<file path="src/rtl/kbd_event_ctrl.sv">
// kbd_event_ctrl: PS/2 set-2 scan-code parser with typematic repeat filter
// and a first-word-fall-through event FIFO for the downstream note logic.
//  state | meaning
//  IDLE  | waiting for the first byte of a sequence
//  E0    | extended prefix seen
//  F0    | break prefix seen
//  E0F0  | extended break prefix seen
//  SKIP  | discarding the remaining bytes of a Pause sequence
module kbd_event_ctrl #(
  parameter int FIFO_DEPTH  = 8,
  parameter int TIMEOUT_CYC = 250000
) (
  input  logic                          clk_i,
  input  logic                          rst_i,
  input  logic [7:0]                    rx_data_i,
  input  logic                          rx_ready_i,
  output logic                          ev_valid_o,
  output logic [9:0]                    ev_data_o,
  input  logic                          ev_ready_i,
  output logic [$clog2(FIFO_DEPTH):0]   ev_count_o,
  output logic                          overflow_o,
  input  logic                          clr_ovf_i,
  output logic                          busy_o
);

  localparam int AW = $clog2(FIFO_DEPTH);
  localparam int TW = $clog2(TIMEOUT_CYC + 1);
  localparam logic [TW-1:0] TO_LAST = TW'(TIMEOUT_CYC - 1);
  localparam logic [AW:0]   DEPTH_C = (AW + 1)'(FIFO_DEPTH);

  typedef enum logic [2:0] {
    S_IDLE,
    S_E0,
    S_F0,
    S_E0F0,
    S_SKIP
  } state_t;

  state_t          state_q, state_d;
  logic [2:0]      skip_q, skip_d;
  logic [TW-1:0]   to_q, to_d;
  logic            rdy_q;
  logic            stb;

  logic            gen, gen_brk, gen_ext;
  logic            held_vld_q, held_vld_d;
  logic [8:0]      held_key_q, held_key_d;
  logic            key_match;
  logic            push;

  logic [9:0]      mem_q [FIFO_DEPTH];
  logic [AW:0]     wr_q, rd_q;
  logic [AW:0]     count;
  logic            full, pop, wr_en;
  logic            ovf_q;

  assign stb = rx_ready_i & ~rdy_q;

  always_ff @(posedge clk_i or posedge rst_i) begin
    if (rst_i) begin
      state_q <= S_IDLE;
      skip_q  <= '0;
      to_q    <= '0;
      rdy_q   <= 1'b0;
    end else begin
      state_q <= state_d;
      skip_q  <= skip_d;
      to_q    <= to_d;
      rdy_q   <= rx_ready_i;
    end
  end

  always_comb begin
    state_d = state_q;
    skip_d  = skip_q;
    gen     = 1'b0;
    gen_brk = 1'b0;
    gen_ext = 1'b0;
    if (stb) begin
      case (state_q)
        S_IDLE: begin
          case (rx_data_i)
            8'hE0: state_d = S_E0;
            8'hF0: state_d = S_F0;
            8'hE1: begin
              state_d = S_SKIP;
              skip_d  = 3'd7;
            end
            8'h00, 8'hFF, 8'hAA, 8'hFA, 8'hEE, 8'hFE: state_d = S_IDLE;
            default: gen = 1'b1;
          endcase
        end
        S_E0: begin
          if (rx_data_i == 8'hF0) begin
            state_d = S_E0F0;
          end else if (rx_data_i != 8'hE0) begin
            gen     = 1'b1;
            gen_ext = 1'b1;
            state_d = S_IDLE;
          end
        end
        S_F0: begin
          gen     = 1'b1;
          gen_brk = 1'b1;
          state_d = S_IDLE;
        end
        S_E0F0: begin
          gen     = 1'b1;
          gen_brk = 1'b1;
          gen_ext = 1'b1;
          state_d = S_IDLE;
        end
        S_SKIP: begin
          skip_d = skip_q - 3'd1;
          if (skip_q == 3'd1) state_d = S_IDLE;
        end
        default: state_d = S_IDLE;
      endcase
    end else if (state_q != S_IDLE && to_q == TO_LAST) begin
      state_d = S_IDLE;
    end
  end

  // Counter only runs while a prefix is pending and no byte arrives.
  always_comb begin
    if (stb || state_q == S_IDLE || to_q == TO_LAST) to_d = '0;
    else                                             to_d = to_q + TW'(1);
  end

  assign key_match = (held_key_q == {gen_ext, rx_data_i});
  assign push      = gen & (gen_brk | ~(held_vld_q & key_match));

  always_comb begin
    held_vld_d = held_vld_q;
    held_key_d = held_key_q;
    if (gen && !gen_brk && !(held_vld_q && key_match)) begin
      held_vld_d = 1'b1;
      held_key_d = {gen_ext, rx_data_i};
    end else if (gen && gen_brk && key_match) begin
      held_vld_d = 1'b0;
    end
  end

  always_ff @(posedge clk_i or posedge rst_i) begin
    if (rst_i) begin
      held_vld_q <= 1'b0;
      held_key_q <= '0;
    end else begin
      held_vld_q <= held_vld_d;
      held_key_q <= held_key_d;
    end
  end

  assign count = wr_q - rd_q;
  assign full  = (count == DEPTH_C);
  assign pop   = (count != '0) & ev_ready_i;
  assign wr_en = push & (~full | pop);

  always_ff @(posedge clk_i or posedge rst_i) begin
    if (rst_i) begin
      wr_q  <= '0;
      rd_q  <= '0;
      ovf_q <= 1'b0;
      for (int i = 0; i < FIFO_DEPTH; i++) mem_q[i] <= '0;
    end else begin
      if (wr_en) begin
        mem_q[wr_q[AW-1:0]] <= {gen_brk, gen_ext, rx_data_i};
        wr_q                <= wr_q + (AW + 1)'(1);
      end
      if (pop) rd_q <= rd_q + (AW + 1)'(1);
      // Clear has priority over a same-cycle loss.
      if (clr_ovf_i)                  ovf_q <= 1'b0;
      else if (push && full && !pop)  ovf_q <= 1'b1;
    end
  end

  assign ev_valid_o = (count != '0);
  assign ev_data_o  = mem_q[rd_q[AW-1:0]];
  assign ev_count_o = count;
  assign overflow_o = ovf_q;
  assign busy_o     = (state_q != S_IDLE);

endmodule

</file>
<file path="config.mk">
export PLATFORM = sky130hd
export DESIGN_NAME = kbd_event_ctrl
export DESIGN_NICKNAME = d
export VERILOG_FILES = /design/src/rtl/kbd_event_ctrl.sv
export SDC_FILE = /design/constraint.sdc
export NUM_CORES = 1
export LEC_CHECK = 0
export CORE_MARGIN = 3
export CORE_UTILIZATION = 45
export DETAILED_ROUTE_END_ITERATION = 6
export PLACE_DENSITY = 0.68
export RECOVER_POWER = 50
export SYNTH_ARGS = -nofsm -noshare
export SYNTH_HDL_FRONTEND = slang
export SYNTH_SLANG_ARGS = --single-unit
</file>
<file path="constraint.sdc">
create_clock -name clk_i -period 12.2 [get_ports clk_i]
set_clock_uncertainty 0.2 [all_clocks]
set_input_delay 2.44 -clock clk_i [delete_from_list [all_inputs] [get_ports clk_i]]
set_output_delay 2.44 -clock clk_i [all_outputs]
set_load 0.005 [all_outputs]
</file>
==> flow_metrics.tcl <==
set metrics [dict create \
    synth_area_per_cell_um2 12.9 \
    crit_type "in2async" \
    die_width_um 124 \
    tns_ns 0 \
    cts.sink_count 124 \
    drive_above_1_share 0.302 \
    ctsResizeCount 0 \
    synth_ff_type "dfrtp_1" \
    max_clock_freq_mhz 134 \
    n_antenna_cell 0 \
    synth_edf_count 0 \
    r2r_end "mem_q[9]$_DFFE_PP0P_" \
    final_core_util 0.544 \
    hold_viol 0 \
    powerDensity_nw_per_um2 256 \
    port_buffers 29 \
    design_area_um2 7310 \
    max_slew.worst_pin.slew_ns 3.43 \
    drt_iter0_drc 248 \
    overflow 0 \
    end_kind "async pin" \
    grt_first_pass_wirelength_mm 21.1 \
    start_kind "primary input" \
    ys_ff_latch 124 \
    cts-buffers-inserted 17 \
    fin_nets 533 \
    cts_tree "yes" \
    clk_path_buf_depth 2 \
    finalWirelength_mm 12.6 \
    final_common_cell "dfrtp_1" \
    fp.dieH_um 124 \
    hp-class "reg2reg" \
    row_count 42 \
    synth-seq-area-share 0.495 \
    num_vias 3794 \
    num-fill-cells 1109 \
    viasPerCell 5.43 \
    worstHoldPathCells 1 \
    worstPathArrival_ns 6.98 \
    rsz0062_at_grt "no" \
    dp_slack_ns 5.78 \
    synth_nets 508 \
    min_from "to_q[0]$_DFF_PP0_" \
    start_util 0.466 \
    post_drt_wl_per_cell_um 18.0 \
    syn-cell-area_um2 6270 \
    syn_inst 486 \
    drt.antenna.violating_nets 0 \
    finalCritPeriodShare 0.610 \
    hpwl_mm 8.17 \
    setup_ws_ns 4.76 \
    syn_to_final_growth_pct 16.7 \
    routabilityCongestion 0.801 \
    post_cts.repair.setup_buffers 0 \
    setup_viol 0 \
    cp_max_fo 66 \
    hold_buffers 0 \
    yosys_warnings 0 \
    violations "capacitance limit, slew limit" \
    synthArstFlopShare 1.00 \
    holdPathEnd "to_q[0]$_DFF_PP0_" \
    antenna_found_initial 0 \
    insertion_delay_ns 0.42 \
    period_needed_ns 7.44 \
    htreeDepth 4 \
    root_buffer "clkbuf_16" \
    layout_common_cells "dfrtp_1 (124), mux2_2 (78), nand2_1 (41), nor2_1 (32), clkdlybuf4s50_1 (25)" \
    grt_use_total 0.182 \
    ir_drop_v 0.000108 \
    ios 30 \
    route.detailed.drc 0 \
    maxCapViolations 2 \
    placed_cell_area_um2 6690 \
    clkTransAtPathRegs_ns 0.05 \
    leakagePower_nw 3.08 \
    dr.pass1.iters 4 \
    rrSetupSlack_ns 7.98 \
    yosysUniqueCellTypes 56 \
    dieArea_um2 15400 \
    drv_slew 127 \
    grt_pass1_vias 4008 \
    outcome "finished, violations left" \
    relSlewSlack -1.29 \
    core_um2 13500 \
    r2r_cells 9 \
    grt_max_degree 67 \
    cp.required_ns 11.74 \
    r2r-start "rd_q[2]$_DFFE_PP0P_" \
]
## critical path, cell delays in order
cell	delay (ns)
dlygate4sd3_1	0.54
clkinvlp_2	1.42
clkbuf_1	2.51
## power breakdown
group / internal (W) / leakage (nW) / switching (W)
sequential: 0.000558 / 1.58 / 0.0000951
clock: 0.000362 / 0.304 / 0.000170
combinational: 0.000393 / 1.20 / 0.000296
## routing by layer
metal / up-vias / GRT usage / part of all wire
met3: 14 / 0.0509 / 0.045
li1: 1789 / - / -
met5: - / 0 / 0
met4: 0 / 0.0609 / 0.014
met2: 63 / 0.292 / 0.49
met1: 1928 / 0.240 / 0.45
## cells by family (layout without fill, tap and decap cells)
| group | Yosys count | after routing | share of synthesized area |
|---|---|---|---|
| and+or+nand+nor | 144 | 144 | 0.136 |
| DFF | 124 | 124 | 0.495 |
| muxes | 113 | 113 | 0.244 |
| buffers and inverters | 41 | 78 | 0.0296 |
| xor gates and xnor gates | 34 | 34 | 0.0487 |
| AOI/OAI and AO/OA | 21 | 21 | 0.0272 |
| adders and majority gates | 9 | 9 | 0.0192 |
## cell type report
cell class                      count  area [um2]  share of cell area
Clock buffer                       25         495              0.0677
Tap cell                          176         220              0.0301
Inverter                           14        53.8             0.00736
Sequential cell                   124        3100               0.424
Clock inverter                      6         133              0.0181
Timing Repair Buffer               33         317              0.0433
Multi-Input combinational cell    321        2990               0.409
## synth_stat cells (5+ instances only)
library cell  number  area share
mux2_2            78        0.14
xnor2_1           15       0.021
nand2_1           41       0.025
nor4_1             6      0.0060
mux4_2            20       0.072
mux2_4             9       0.022
nor4_4             7       0.024
xor2_1            18       0.025
nor2_1            32       0.019
inv_1             14      0.0084
dfrtp_1          124        0.50
clkbuf_1          19       0.011
nand3_1           15       0.012
nor3_1             6      0.0048
ha_1               8       0.016
nand4_1            5      0.0050
mux2_1             5      0.0090
## worst max-delay path by stage
stage | end | from
6_report | mem_q[37]$_DFFE_PP0P_ | rst_i
5_1_grt | rd_q[0]$_DFFE_PP0P_ | rst_i
4_1_cts | ev_valid_o | rd_q[2]$_DFFE_PP0P_
3_3_place_gp | mem_q[70]$_DFFE_PP0P_ | rx_data_i[2]
2_1_floorplan | held_key_q[0]$_DFFE_PP0P_ | rst_i
3_5_place_dp | mem_q[60]$_DFFE_PP0P_ | rx_data_i[2]
## registers in the layout, summed over array words and instances, names as in the netlist
| register | cells |
|---|---|
| held_key_q | 9 |
| held_vld_q | 1 |
| mem_q | 80 |
| overflow_o | 1 |
| rd_q | 4 |
| rdy_q | 1 |
| skip_q | 3 |
| state_q | 3 |
| to_q | 18 |
| wr_q | 4 |
## through the flow
stage	power [W]	instances	hold slack (ns)
after global routing	0.00200	699	0.299
after floorplan	0.00111	486	0.225
after CTS	0.00190	699	0.273
after global placement	0.00133	668	0.237
after detailed placement	0.00136	668	0.263
final	0.00187	699	0.263
Power figures use the tool's default switching activity.
